[config.mk]
export PLATFORM = sky130hd
export DESIGN_NAME = alu_32b_seq
export DESIGN_NICKNAME = d
export VERILOG_FILES = /design/src/rtl/alu_32b_seq.sv
export SDC_FILE = /design/constraint.sdc
export NUM_CORES = 1
export LEC_CHECK = 0
export BUFFER_PORTS_ARGS = -buffer_cell sky130_fd_sc_hd__buf_4
export CAP_MARGIN = 20
export CELL_PAD_IN_SITES_DETAIL_PLACEMENT = 1
export CELL_PAD_IN_SITES_GLOBAL_PLACEMENT = 1
export CORE_UTILIZATION = 45
export CTS_CLUSTER_SIZE = 40
export DETAILED_ROUTE_END_ITERATION = 8
export HOLD_SLACK_MARGIN = 0.02
export PLACE_DENSITY = 0.93
export SYNTH_ARGS = -nofsm -noshare
export SYNTH_HDL_FRONTEND = slang
export SYNTH_SLANG_ARGS = --single-unit
[constraint.sdc]
create_clock -name clk -period 5.7 [get_ports clk]
set_input_delay 0.855 -clock clk [delete_from_list [all_inputs] [get_ports clk]]
set_output_delay 0.855 -clock clk [all_outputs]
set_load 0.02 [all_outputs]
[src/rtl/alu_32b_seq.sv]
`default_nettype none
// ============================================================================
// alu_32b_seq : registered 32-bit ALU stage with a sequential shift-add multiplier
// Revision    : 1.0
// ============================================================================

module alu_32b_units #(
    parameter int WIDTH = 32
) (
    input  logic [WIDTH-1:0] a,
    input  logic [WIDTH-1:0] b,
    input  logic [2:0]       op,
    output logic [WIDTH-1:0] res,
    output logic             ovf
);
    localparam logic [2:0] OP_ADD = 3'b000;
    localparam logic [2:0] OP_XOR = 3'b001;
    localparam logic [2:0] OP_SUB = 3'b010;
    localparam logic [2:0] OP_SLT = 3'b100;
    localparam logic [2:0] OP_NOR = 3'b101;
    localparam logic [2:0] OP_AND = 3'b110;
    localparam logic [2:0] OP_OR  = 3'b111;

    logic [WIDTH-1:0] sum;
    logic [WIDTH-1:0] diff;
    logic             sum_ovf;
    logic             diff_ovf;
    logic             lt;

    assign sum      = a + b;
    assign diff     = a + ~b + {{(WIDTH-1){1'b0}}, 1'b1};
    assign sum_ovf  = (a[WIDTH-1] == b[WIDTH-1]) && (sum[WIDTH-1] != a[WIDTH-1]);
    assign diff_ovf = (a[WIDTH-1] != b[WIDTH-1]) && (diff[WIDTH-1] != a[WIDTH-1]);
    assign lt       = $signed(a) < $signed(b);

    always_comb begin
        res = '0;
        ovf = 1'b0;
        case (op)
            OP_ADD: begin
                res = sum;
                ovf = sum_ovf;
            end
            OP_SUB: begin
                res = diff;
                ovf = diff_ovf;
            end
            OP_XOR: res = a ^ b;
            OP_SLT: res = {{(WIDTH-1){1'b0}}, lt};
            OP_NOR: res = ~(a | b);
            OP_AND: res = a & b;
            OP_OR:  res = a | b;
            default: res = '0;
        endcase
    end
endmodule

module alu_32b_seq #(
    parameter int WIDTH = 32
) (
    input  logic             clk,
    input  logic             reset,
    input  logic             start,
    input  logic [2:0]       alu_op,
    input  logic [WIDTH-1:0] i0,
    input  logic [WIDTH-1:0] i1,
    output logic [WIDTH-1:0] result,
    output logic [WIDTH-1:0] result_hi,
    output logic             zero,
    output logic             overflow,
    output logic             busy,
    output logic             done
);
    localparam int         CW      = $clog2(WIDTH) + 1;
    localparam logic [2:0] OP_MULT = 3'b011;

    typedef enum logic [0:0] {
        IDLE = 1'b0,
        MUL  = 1'b1
    } state_t;

    state_t state;
    state_t state_next;

    logic [CW-1:0]      count;
    logic [WIDTH-1:0]   mcand;
    logic [2*WIDTH:0]   prod;
    logic [WIDTH:0]     partial;
    logic [2*WIDTH:0]   prod_step;
    logic               last_iter;
    logic               accept;
    logic [WIDTH-1:0]   unit_res;
    logic               unit_ovf;

    alu_32b_units #(.WIDTH(WIDTH)) u_units (
        .a   (i0),
        .b   (i1),
        .op  (alu_op),
        .res (unit_res),
        .ovf (unit_ovf)
    );

    // One shift-add step: conditional add into the upper half (carry kept in
    // the extra top bit), then shift the whole register right by one.
    assign partial   = prod[2*WIDTH:WIDTH] + (prod[0] ? {1'b0, mcand} : '0);
    assign prod_step = {1'b0, partial, prod[WIDTH-1:1]};
    assign last_iter = (count == CW'(WIDTH - 1));
    assign accept    = (state == IDLE) && start;
    assign busy      = (state == MUL);

    always_ff @(posedge clk) begin
        if (reset) begin
            state <= IDLE;
        end else begin
            state <= state_next;
        end
    end

    always_comb begin
        state_next = state;
        case (state)
            IDLE: if (start && (alu_op == OP_MULT)) state_next = MUL;
            MUL:  if (last_iter) state_next = IDLE;
            default: state_next = IDLE;
        endcase
    end

    always_ff @(posedge clk) begin
        if (reset) begin
            result    <= '0;
            result_hi <= '0;
            zero      <= 1'b1;
            overflow  <= 1'b0;
            done      <= 1'b0;
            count     <= '0;
            mcand     <= '0;
            prod      <= '0;
        end else begin
            done <= 1'b0;
            if (accept) begin
                if (alu_op == OP_MULT) begin
                    mcand <= i0;
                    prod  <= {{(WIDTH+1){1'b0}}, i1};
                    count <= '0;
                end else begin
                    result   <= unit_res;
                    zero     <= (unit_res == '0);
                    overflow <= unit_ovf;
                    done     <= 1'b1;
                end
            end else if (state == MUL) begin
                prod  <= prod_step;
                count <= count + CW'(1);
                if (last_iter) begin
                    result    <= prod_step[WIDTH-1:0];
                    result_hi <= prod_step[2*WIDTH-1:WIDTH];
                    zero      <= (prod_step[WIDTH-1:0] == '0);
                    overflow  <= 1'b0;
                    done      <= 1'b1;
                    count     <= '0;
                end
            end
        end
    end
endmodule
`default_nettype wire
# After elaboration in Yosys (flattened, before gate mapping)
# Cells that the tools add are included.
# classes
n_eq_ne	14
magnitude_cmp	1
n_addsub	5
n_bitwise	7
n_reduce_logical	13
mux	29
# ops
cell	count
one-hot mux 32 bit (7 select lines)	1
two-way mux 65 bit	3
two-way mux 32 bit	5
adder 32 bit	2
zero test 32 bit	2
NOT 32 bit	2
adder 33 x 32 -> 33 bit	1
adder 32 x 1 -> 32 bit, second input constant	1
AND 32 bit	1
< comparator 32 bit	1
OR 32 bit	1
XOR 32 bit	1
two-way mux 6 bit	4
two-way mux 1 bit	14
== test 3 bit, second input constant	4
adder 6 x 1 -> 6 bit, second input constant	1
== test 3 x 2 -> 1 bit, second input constant	2
== test 6 x 5 -> 1 bit, second input constant	1
AND reduction 3 bit	2
logical AND 1 bit	4
one-hot mux 1 bit (2 select lines)	2
AND reduction 2 bit	2
nonzero test 2 bit	2
== test 3 x 1 -> 1 bit, second input constant	1
6 further kinds	9
# word_totals
out_inout_bits	68
reg_bits	171

# Logic depth before layout (Yosys ltp)
# Gate-level depths: netlist of the first run.
# depth
word_depth	8
depth_mapped	16

# Cells and area by module
# From an unflattened synthesis of the first run, not the netlist that was laid out.
# hier_totals
cells_unflattened	1938
area_unflattened_um2	14214.9
# by_module_without_submodules
module	n_inst	cells_each	area_per_inst_um2
alu_32b_seq	1	1082	8541.9
alu_32b_units	1	856	5672.9

# Least setup slack after synthesis of the first run
# No wires, ideal clock.
# synth_timing
path_type	input to register
from	input port i0[0]
to	register zero
arrival_ns	4.192
n_path_buf	0
setup_time_ns	0.087
stages	14
t_required_ns	5.613
path_slack_ns	1.421
cell_sequence	inv_1 -> ha_1 -> fa_1 -> or2_4 -> a211oi_4 -> o21ai_2 -> o311a_4 -> a211oi_2 -> a211oi_1 -> o21ai_0 -> o221ai_1 -> or4_1 -> or4b_1 -> o31ai_1
# synth_between
elab_chain_cells	6
# synth_rtl
item	line	source
from (decl)	65	input logic [WIDTH-1:0] i0,
adder 32 bit or OR 32 bit (tied branches)	31, 50, 52	
adder 32 x 1 -> 32 bit or NOT 32 bit (tied branches)	31, 50	
one-hot mux 32 bit (7 select lines) (*)	39	case (op)
zero test 32 bit (*)	147	zero <= (unit_res == '0);
two-way mux 1 bit (*)	141	if (alu_op == OP_MULT) begin
two-way mux 1 bit (*)	140	if (accept) begin
to (signal assigned)	147	
to (signal assigned)	157	zero <= (prod_step[WIDTH-1:0] == '0);
to (decl)	69	output logic zero,
# Every way passes the cells marked *; elsewhere a longest branch is shown, timed or not. The select of a mux whose other input is x is not followed.
# A chain may end at the register's enable or synchronous reset.

# Worst setup path after layout of the first run
# Ends and elaborated chain as after synthesis.

==> out/metrics.csv, run 1 <==
stage;metric;value;unit
global_route;grt_pass1_vias;16404;
global_route;grt_max_degree;90;
floorplanning;initial_core_util;46.07;%
cts;hold_buffers;0;
worst_setup_path;slowest_delay;770;ps
floorplanning;core_area;31800;um2
floorplanning;die_h;182.4;um
cts;cts_tree;yes;
finish;layout.nets;2271;
worst_setup_path;cpMostUsedCell;nand4b_1;
finish;drive_gt1_share;11.96;%
finish;area_delta_synth_final;12.21;%
floorplanning;pin_count;138;
worst_setup_path;end_kind;flop;
worst_setup_path;slowest_stage;a2111oi_0;
cts;cts_max_path_buffers;2;
global_route;use_met1;45.94;%
pwr;max-vdd-ir-drop;0.2186;mV
route;detail-route-antenna-nets;0;
yosys;yosys_warnings;0;
floorplanning;die_area;33280;um2
yosys;synthFlopType;dfxtp_1;
global_route;grt_pass1_wl;94.23;mm
cts;post_cts_buffers;0;
yosys;synth_cell_type_count;100;
placement;port_buffers;137;
pwr;p_per_area;216.0;nW/um2
worst_setup_path;required;6050;ps
finish;fin_cells;2501;
flow_run;maxCapViolCount;0;
sta;tightest_slew;1017;ps
sta;setup_violations;0;
cts;clkLatencyLatePin;450;ps
yosys;async_reset_ff_share;0;%
worst_setup_path;r2r_slack;1230;ps
route;vias;16210;
status;status;finished clean;
yosys;synth_seq_cells;170;
yosys;syn_avg_cell_area;7.336;um2
sta;fin_hold_ws;452.0;ps
global_route;grt_use_met2;59.08;%
cts;cts_sinks;170;
sta;hold_viol;0;
route;totalWireLength;60.53;mm
placement;dp_hpwl;43.97;mm
yosys;seq_area_frac_synth;23.23;%
sta;fin_worst_skew;9.672;ps
cts;cts_made_buffers;17;
route;avgViaCountPerCell;6.481;
yosys;synthCells;1997;
route;post-route-drc-count;0;
worst_setup_path;critPathMaxFanout;4;
finish;final_core_util;51.70;%
global_route;grt_usage;36.18;%
placement;place.gp.congestion;1.027;
route;routedWlPerCell;24.20;um
route;first_pass_iters;6;
global_route;antenna_found_initial;2;
placement;dp.cells;2468;
worst_hold_path;hold_path.class;flop to flop;
worst_setup_path;worstPathCellList;buf_4, ha_1, fa_1, nor2b_1, xnor2_1, a32oi_1, o21ai_0, a2111oi_0, nand4b_1, nor4_1, nand4b_1, or4_1, or4b_1, o31ai_1;
pwr;p_leak;6.890;nW
yosys;synth_nets;2216;
sta;slew_viol_final;0;
finish;num-fill-cells;4075;
yosys;synth_area;14650;um2
worst_setup_path;start_kind;input port;
worst_setup_path;crit_arrival;5370;ps
sta;setup-tns-final;0;ps
floorplanning;fp.dieW;182.4;um
global_route;grt_use_met3;6.665;%
cts;clk_pin_slew;70;ps
cts;cts_resized;0;
route;first_iter_violations;1768;
global_route;grt_overflow;0;
sta;timing.final.crit_share;88.10;%
yosys;synth_edf_count;0;
sta;rsz0062_at_grt;false;
sta;slew_headroom;31.88;%
worst_setup_path;worstSetupPathType;input port to flop;
floorplanning;rows;65;
cts;cts-root-buf;clkbuf_16;
cts;htreeDepth;4;
sta;period_needed;5022;ps
global_route;busiest_layer;met2;
sta;fmax;199.1;MHz
metrics by stage:
stage	power, W	worst slack [ps]	cell area, um2
finish	0.003550	678.2	16440
global placement	0.002252	705.6	15830
floorplan	0.001933	1421	14650
detailed placement	0.002280	479.2	15830
global route	0.003668	695.3	16440
CTS	0.003513	779.3	16440
metal layers:
layer,share of wire [%],vias to the layer above
li1,-,7212
met1,42,7929
met2,46,862
met3,8.1,205
met4,4.4,2
met5,0.023,-
kinds of logic after synthesis:
| group | synth area share (%) |
|---|---|
| adders and majority gates | 12.88 |
| DFF | 23.23 |
| and+or+nand+nor | 23.01 |
| muxes | 0.8455 |
| buffers and inverters | 7.362 |
| xor gates and xnor gates | 4.125 |
| AOI/OAI and AO/OA | 28.55 |
layout make-up:
class / instances / area (um2) / share of cell area (%)
clock inverters: 13 / 165.2 / 1.005
clock buffers: 19 / 442.9 / 2.694
repair buffers: 167 / 1254 / 7.626
diodes: 1 / 2.502 / 0.01522
multi-input cells: 1581 / 10200 / 62.02
inverters: 115 / 431.7 / 2.626
flip-flops and latches: 170 / 3403 / 20.70
well taps: 435 / 544.3 / 3.311
where the power goes:
group | internal, W | switching (W) | leakage (nW)
combinational | 0.000351 | 0.000689 | 5.21
sequential | 0.00123 | 0.0000453 | 1.38
clock | 0.000706 | 0.000531 | 0.299
total | 0.00229 | 0.00126 | 6.89
Yosys cell counts (7+ instances only):
| cell | number | area, um2 |
|---|---|---|
| o21a_1 | 14 | 105.1 |
| clkbuf_1 | 83 | 311.6 |
| nand3_1 | 50 | 250.2 |
| a211oi_1 | 30 | 225.2 |
| nor2b_1 | 17 | 106.4 |
| a22oi_1 | 41 | 307.8 |
| or2_2 | 9 | 56.30 |
| nor2_1 | 173 | 649.4 |
| o31ai_1 | 14 | 105.1 |
| or3_1 | 8 | 50.05 |
| inv_1 | 113 | 424.2 |
| xnor2_1 | 44 | 385.4 |
| a21o_1 | 17 | 127.6 |
| buf_2 | 14 | 70.07 |
| or4_1 | 7 | 52.55 |
| nor4_1 | 19 | 118.9 |
| buf_1 | 16 | 60.06 |
| nand4_1 | 10 | 62.56 |
| dfxtp_1 | 170 | 3403 |
| nor3_1 | 40 | 200.2 |
| a31oi_1 | 17 | 106.4 |
| nand2_1 | 311 | 1167 |
| clkbuf_8 | 8 | 110.1 |
| a311oi_1 | 37 | 324.1 |
| o211ai_1 | 17 | 127.6 |
| ha_1 | 146 | 1827 |
| mux2i_1 | 9 | 90.09 |
| o21bai_1 | 9 | 67.56 |
| o31a_1 | 8 | 70.07 |
| a21oi_1 | 205 | 1026 |
| and2_1 | 42 | 262.8 |
| and3_1 | 9 | 56.30 |
| nand2b_1 | 14 | 87.58 |
| a221oi_1 | 19 | 166.4 |
| xor2_1 | 25 | 219.0 |
| o21ai_0 | 83 | 415.4 |
placed cells by master (no fill, tap or decap), drive strengths merged, types with 17 or more instances in the layout:
master / n
nor2b: 17
and2: 42
a311oi: 37
xnor2: 44
nor4: 21
nor2: 173
a221oi: 19
a21oi: 205
nor3: 41
xor2: 25
nand3: 50
ha: 146
a211oi: 36
buf: 167
a31oi: 17
clkbuf: 19
a22oi: 41
o21ai: 88
o211ai: 17
a21o: 18
dfxtp: 170
nand2: 311
inv: 118
final timing paths:
| kind | from | to | cells past startpoint |
|---|---|---|---|
| max | i0[0] | zero$_SDFFE_PP1P_ | 14 |
| min | mcand[23]$_SDFFE_PP0P_ | mcand[23]$_SDFFE_PP0P_ | 2 |
| max reg2reg | busy$_SDFF_PP0_ | zero$_SDFFE_PP1P_ | 10 |
| min reg2reg | mcand[23]$_SDFFE_PP0P_ | mcand[23]$_SDFFE_PP0P_ | 2 |
worst max-delay path, delay by kind of cell:
family | cells | cell delay, ps
compound gates | 4 | 1450
xor+xnor | 1 | 140
fa+ha+maj | 2 | 750
buf+inv | 1 | 150
simple gates | 6 | 2010
registers in the layout, summed over array words and instances (netlist names):
signal / count
mcand: 32
result_hi: 32
done: 1
result: 32
prod: 64
overflow: 1
busy: 1
count: 6
zero: 1
Power figures use the tool's default switching activity.
==> run 2: changes to the inputs <==
- RECOVER_POWER: default -> 50
==> run 2 against run 1 <==
The flow now finishes with violations (max-capacitance violations, max-slew violations). Critical path type unchanged. Sequential cell count did not move. Final cell count is the same. Maximum frequency up 0.25%. First-iteration DRC count is 5.5% higher. Die area did not move. Critical endpoint unchanged. Sequential power is essentially flat. Global-route usage unchanged. Non-clock buffer count unchanged. Sequential share of layout area rose by 0.37 points. Combinational power about the same. Via count about the same. Clock skew about the same.
==> out/metrics.csv, run 2 (synthesis results as in run 1) <==
stage;metric;value;unit;change
finish;drive_gt1_share;8.329;%;-3.6 points
cts;cts_resized;0;;unchanged
global_route;grt_overflow;0;;unchanged
route;totalWireLength;60.39;mm;-0.23%
cts;cts_made_buffers;17;;unchanged
sta;setup_violations;0;;unchanged
sta;tightest_slew;3144;ps;+2127 ps
sta;timing.final.crit_share;87.88;%;-0.22 points
pwr;p_leak;6.575;nW;-4.6%
sta;slew_viol_final;249;;+249
global_route;grt_use_met2;59.08;%;unchanged
worst_setup_path;end_kind;flop;;
pwr;max-vdd-ir-drop;0.2188;mV;about the same
worst_setup_path;critPathMaxFanout;4;;unchanged
route;detail-route-antenna-nets;0;;unchanged
sta;rsz0062_at_grt;false;;
global_route;grt_pass1_wl;94.23;mm;unchanged
placement;place.gp.congestion;1.027;;unchanged
route;routedWlPerCell;24.14;um;-0.23%
route;post-route-drc-count;0;;unchanged
worst_setup_path;r2r_start;busy$_SDFF_PP0_;;
cts;post_cts_buffers;0;;unchanged
sta;setup-tns-final;0;ps;unchanged
floorplanning;rows;65;;unchanged
global_route;grt_pass1_vias;16404;;unchanged
sta;hold_viol;0;;unchanged
cts;clk_pin_slew;70;ps;about the same
route;avgViaCountPerCell;6.475;;about the same
pwr;p_total;0.003536;W;-0.42%
finish;final_cell_mix;nand2_1, a21oi_1, nor2_1;;
finish;area_delta_synth_final;10.23;%;
sta;fin_worst_skew;9.877;ps;+0.2046 ps
status;violations;max-capacitance violations, max-slew violations;;
global_route;use_met1;45.94;%;unchanged
worst_setup_path;start_kind;input port;;
global_route;grt_usage;36.18;%;unchanged
cts;clkLatencyLatePin;450;ps;about the same
floorplanning;core_area;31800;um2;unchanged
cts;cts_max_path_buffers;2;;unchanged
global_route;busiest_layer;met2;;
floorplanning;initial_core_util;46.07;%;unchanged
floorplanning;die_h;182.4;um;unchanged
finish;layout.nets;2271;;unchanged
floorplanning;fp.dieW;182.4;um;unchanged
worst_setup_path;crit_arrival;5350;ps;-20 ps
pwr;p_per_area;218.9;nW/um2;+1.4%
floorplanning;die_area;33280;um2;unchanged
sta;fmax;199.6;MHz;+0.25%
flow_run;maxCapViolCount;5;;+5
global_route;antenna_found_initial;2;;unchanged
cts;cts_tree;yes;;
status;status;finished with violations;;
finish;final_common_cell;nand2_1;;
worst_setup_path;startpoint;i0[0];;
route;first_iter_violations;1865;;+5.5%
sta;period_needed;5009;ps;-12.62 ps
cts;hold_buffers;0;;unchanged
floorplanning;pin_count;138;;unchanged
worst_setup_path;required;6050;ps;about the same
worst_hold_path;hold_path.class;flop to flop;;
sta;layout_setup_ws;690.8;ps;+12.62 ps
placement;dp_hpwl;43.97;mm;unchanged
worst_setup_path;worstSetupPathType;input port to flop;;
global_route;grt_max_degree;90;;unchanged
finish;largest_register;prod;;
cts;cts-root-buf;clkbuf_16;;
cts;htreeDepth;4;;unchanged
sta;slew_headroom;-109.6;%;-140 points
placement;place_ws;479.2;ps;unchanged
route;vias;16194;;-0.099%
worst_hold_path;hp-start;result_hi[3]$_SDFFE_PP0P_;;
global_route;grt_use_met3;6.665;%;unchanged
route;first_pass_iters;6;;unchanged
placement;port_buffers;137;;unchanged
cts;cts_sinks;170;;unchanged
finish;largest_register_ffs;64;;unchanged
[run 2: worst max-delay path, cell delays in order]
cell and delay [ps]:
buf_4 140, ha_1 290, fa_1 460, nor2b_1 190
xnor2_1 140, a32oi_1 180, o21ai_0 200, a2111oi_0 780
nand4b_1 180, nor4_1 450, nand4b_1 170, or4_1 470
or4b_1 530, o31ai_1 320
[run 2: metrics by stage]
| step | cells | utilization, % | area, um2 | hold WS (ps) |
|---|---|---|---|---|
| 3_3_place_gp | 2468 | 49.78 | 15830 | 437.5 |
| 4_1_cts | 2500 | 51.69 | 16440 | 454.9 |
| 5_1_grt | 2500 | 50.78 | 16150 | 475.8 |
| 6_report | 2501 | 50.79 | 16150 | 451.4 |
| 3_5_place_dp | 2468 | 49.78 | 15830 | 445.8 |
| 2_1_floorplan | 1997 | - | 14650 | 431.7 |
[run 2: layer usage]
metal | vias up | routed length [um] | share of wire, %
met4 | 2 | 2697 | 4.5
met2 | 884 | 27650 | 46
met3 | 217 | 5182 | 8.6
met5 | - | 14 | 0.023
met1 | 7884 | 24840 | 41
li1 | 7207 | - | -
[run 2: path summary, 6_finish.rpt]
kind | slack [ps] | cells past startpoint | endpoint
setup / recovery | 690 | 14 | zero$_SDFFE_PP1P_
hold / removal | 450 | 2 | result_hi[3]$_SDFFE_PP0P_
setup reg to reg | 720 | 7 | prod[63]$_SDFFE_PP0P_
hold reg to reg | 450 | 2 | result_hi[3]$_SDFFE_PP0P_
[run 2: report_power, final]
part           switching [W]  internal [W]
Sequential         0.0000441       0.00123
Clock               0.000534      0.000706
Combinational       0.000687      0.000336
[run 2: area by class of cell]
cell class / count / area (um2)
fill: 4122 / 15650
multi-input combinational: 1581 / 10180
sequential: 170 / 3403
timing repair buffer: 167 / 982.2
tap: 435 / 544.3
clock buffer: 19 / 442.9
inverter: 115 / 431.7
clock inverter: 13 / 165.2
antenna: 1 / 2.502
==> run 3: changes to the inputs <==
- CORE_MARGIN: default -> 2
- PLACE_DENSITY: 0.93 -> default
- PLACE_DENSITY_LB_ADDON: default -> 0.1
==> run 3 against run 2 <==
The flow still finishes with violations (max-capacitance violations, max-slew violations). Worst setup slack improved by 250 ps. Via count decreased by 4.1%. Critical path depth decreased by 2. Global-route usage decreased by 1.7 points. Die area increased by 2.2%. Clock power decreased by 6%. Worst hold slack improved by 0.59 ps. Wire length decreased by 2.4%. First-iteration DRC count decreased by 34%. Sequential power about the same. Core utilization decreased by 0.74 points. Sequential cell count unchanged. Largest cell class unchanged.
==> out/metrics.csv, run 3 (synthesis results as in run 1) <==
stage;metric;value;unit;change
floorplanning;die_h;184.4;um;+1.1%
finish;largest_register_ffs;64;;unchanged
status;status;finished with violations;;
worst_setup_path;crit_arrival;5120;ps;-230 ps
global_route;grt_overflow;0;;unchanged
floorplanning;pin_count;138;;unchanged
route;post-route-drc-count;0;;unchanged
floorplanning;die_area;34020;um2;+2.2%
worst_setup_path;path_depth;12;;-2
cts;cts_made_buffers;17;;unchanged
route;vias;15522;;-4.1%
sta;timing.final.crit_share;83.44;%;-4.4 points
sta;hold_viol;0;;unchanged
sta;fmax;210.3;MHz;+5.3%
global_route;grt_max_degree;82;;-8.9%
worst_setup_path;startpoint;busy$_SDFF_PP0_;;
global_route;grt_usage;34.44;%;-1.7 points
route;totalWireLength;58.92;mm;-2.4%
cts;clkLatencyLatePin;440;ps;about the same
floorplanning;initial_core_util;45.37;%;-0.70 points
finish;seqCellArea;3403;um2;unchanged
worst_setup_path;path_buf_inv;2;;+1
worst_setup_path;worstPathCellList;inv_2, nand2_1, clkbuf_1, a31oi_2, nor2_1, a2111oi_0, nand4b_1, nor4_1, nand4b_1, or4_1, or4b_1, o31ai_1;;
worst_setup_path;start_kind;flop;;
route;avgViaCountPerCell;6.187;;-4.5%
cts;clk_pin_slew;70;ps;about the same
placement;dpl-instance-area;15850;um2;+0.10%
pwr;max-vdd-ir-drop;0.2190;mV;about the same
worst_setup_path;r2r_start;busy$_SDFF_PP0_;;
worst_setup_path;worstReg2RegEnd;zero$_SDFFE_PP1P_;;
worst_setup_path;worstSetupPathType;flop to flop;;
cts;htreeDepth;4;;unchanged
pwr;p_per_area;214.0;nW/um2;-2.3%
sta;setup_violations;0;;unchanged
sta;rsz0062_at_grt;false;;
floorplanning;rows;66;;+1.5%
sta;setup-tns-final;0;ps;unchanged
finish;num-fill-cells;4133;;+0.27%
cts;cts_tree;yes;;
finish;final_design_area_no_fill;16160;um2;about the same
placement;port_buffers;137;;unchanged
cts;post_cts_buffers;0;;unchanged
finish;area_delta_synth_final;10.30;%;about the same
cts;hold_buffers;0;;unchanged
floorplanning;fp.dieW;184.4;um;+1.1%
sta;slew_headroom;-31.78;%;+78 points
global_route;grt_pass1_wl;90.16;mm;-4.3%
route;detail-route-antenna-nets;0;;unchanged
sta;slew_viol_final;113;;-55%
finish;final_common_cell;nand2_1;;
worst_setup_path;worstRegToRegCells;12;;+5
pwr;p_total;0.003457;W;-2.2%
finish;layout.nets;2273;;+0.088%
finish;multi_input_area;10180;um2;about the same
global_route;grt_pass1_vias;15357;;-6.4%
sta;tightest_slew;1977;ps;-1167 ps
cts;cts_sinks;170;;unchanged
route;first_iter_violations;1227;;-34%
global_route;antenna_found_initial;1;;-1
placement;place_ws;720.5;ps;+241.3 ps
worst_setup_path;critPathMaxFanout;37;;+33
pwr;p_leak;6.574;nW;about the same
cts;cts_max_path_buffers;2;;unchanged
placement;dp_hpwl;44.51;mm;+1.2%
finish;diodes;0;;-1
placement;place.gp.congestion;0.9995;;-2.7%
worst_setup_path;cpMostUsedCell;nand4b_1;;
cts;cts_resized;0;;unchanged
sta;period_needed;4756;ps;-253.3 ps
worst_setup_path;crit_end;zero$_SDFFE_PP1P_;;
worst_setup_path;slowest_delay;710;ps;-70 ps
worst_setup_path;r2r_slack;940;ps;+220 ps
finish;drive_gt1_share;8.370;%;+0.040 points
route;first_pass_iters;5;;-1
floorplanning;core_area;32290;um2;+1.5%
cts;cts-root-buf;clkbuf_16;;
finish;final_cell_mix;nand2_1, a21oi_1, nor2_1;;
sta;layout_setup_ws;944.1;ps;+253.3 ps
route;routedWlPerCell;23.48;um;-2.7%
worst_setup_path;crit_family;simple AND/OR/NAND/NOR gates;;
finish;final_core_util;50.05;%;-0.74 points
worst_setup_path;slowest_stage;clkbuf_1;;
worst_setup_path;end_kind;flop;;
flow_run;maxCapViolCount;3;;-2
status;violations;max-capacitance violations, max-slew violations;;
sta;fin_worst_skew;7.506;ps;-2.371 ps
worst_hold_path;hold_path.class;flop to flop;;
finish;largest_register;prod;;
worst_setup_path;required;6060;ps;about the same
-- run 3: cell count changes in the layout (fill, tap and decap cells not counted), sizes merged --
cell	previous run	this run
clkinvlp	1	5
clkinv	6	3
clkbuf	92	94
buf	94	95
bufinv	3	2
diode	1	0
inv	118	117
-- run 3: report_power, final --
group	internal [W]	leakage [nW]	switching, W
clock network	0.000672	0.276	0.000502
logic	0.000336	4.92	0.000673
registers	0.00123	1.38	0.0000458
-- run 3: layer usage --
metal	vias to the layer above	GRT usage (%)	wire, um	share of wire (%)
li1	7223	-	-	-
met1	7653	45.25	25700	44
met2	533	56.29	27180	46
met3	111	6.856	4253	7.2
met4	2	11.55	1770	3.0
met5	-	0	13	0.022
-- run 3: through the flow --
step / hold slack [ps] / std cells
after global placement: 439.1 / 2476
after CTS: 456.3 / 2508
after global routing: 474.3 / 2509
final: 452.0 / 2509
after detailed placement: 447.1 / 2476
after floorplan: 431.7 / 1997
-- run 3: how the worst min path moves through the flow --
stage	startpoint	end	slack, ps	cells after the start
floorplan	mcand[0]$_SDFFE_PP0P_	mcand[0]$_SDFFE_PP0P_	430	2
global placement	mcand[13]$_SDFFE_PP0P_	mcand[13]$_SDFFE_PP0P_	440	2
detailed placement	result_hi[1]$_SDFFE_PP0P_	result_hi[1]$_SDFFE_PP0P_	450	2
CTS	result_hi[1]$_SDFFE_PP0P_	result_hi[1]$_SDFFE_PP0P_	460	2
global route	result_hi[19]$_SDFFE_PP0P_	result_hi[19]$_SDFFE_PP0P_	470	2
finish	mcand[9]$_SDFFE_PP0P_	mcand[9]$_SDFFE_PP0P_	450	2
-- run 3: final cells by class --
type                            instances  share of cell area [%]
Timing Repair Buffer                  169                   6.148
Tap cell                              442                   3.422
Clock inverter                         12                  0.8517
Inverter                              115                   2.671
Multi-Input combinational cell       1581                   63.02
Sequential cell                       170                   21.06
Clock buffer                           20                   2.826
-- run 3: tightest hold or removal path, delay by kind of cell, from the launching register on --
kind | cells | cell delay, ps
and+or+nand+nor | 1 | 50
AOI/OAI and AO/OA | 1 | 50
DFF | 1 | 310
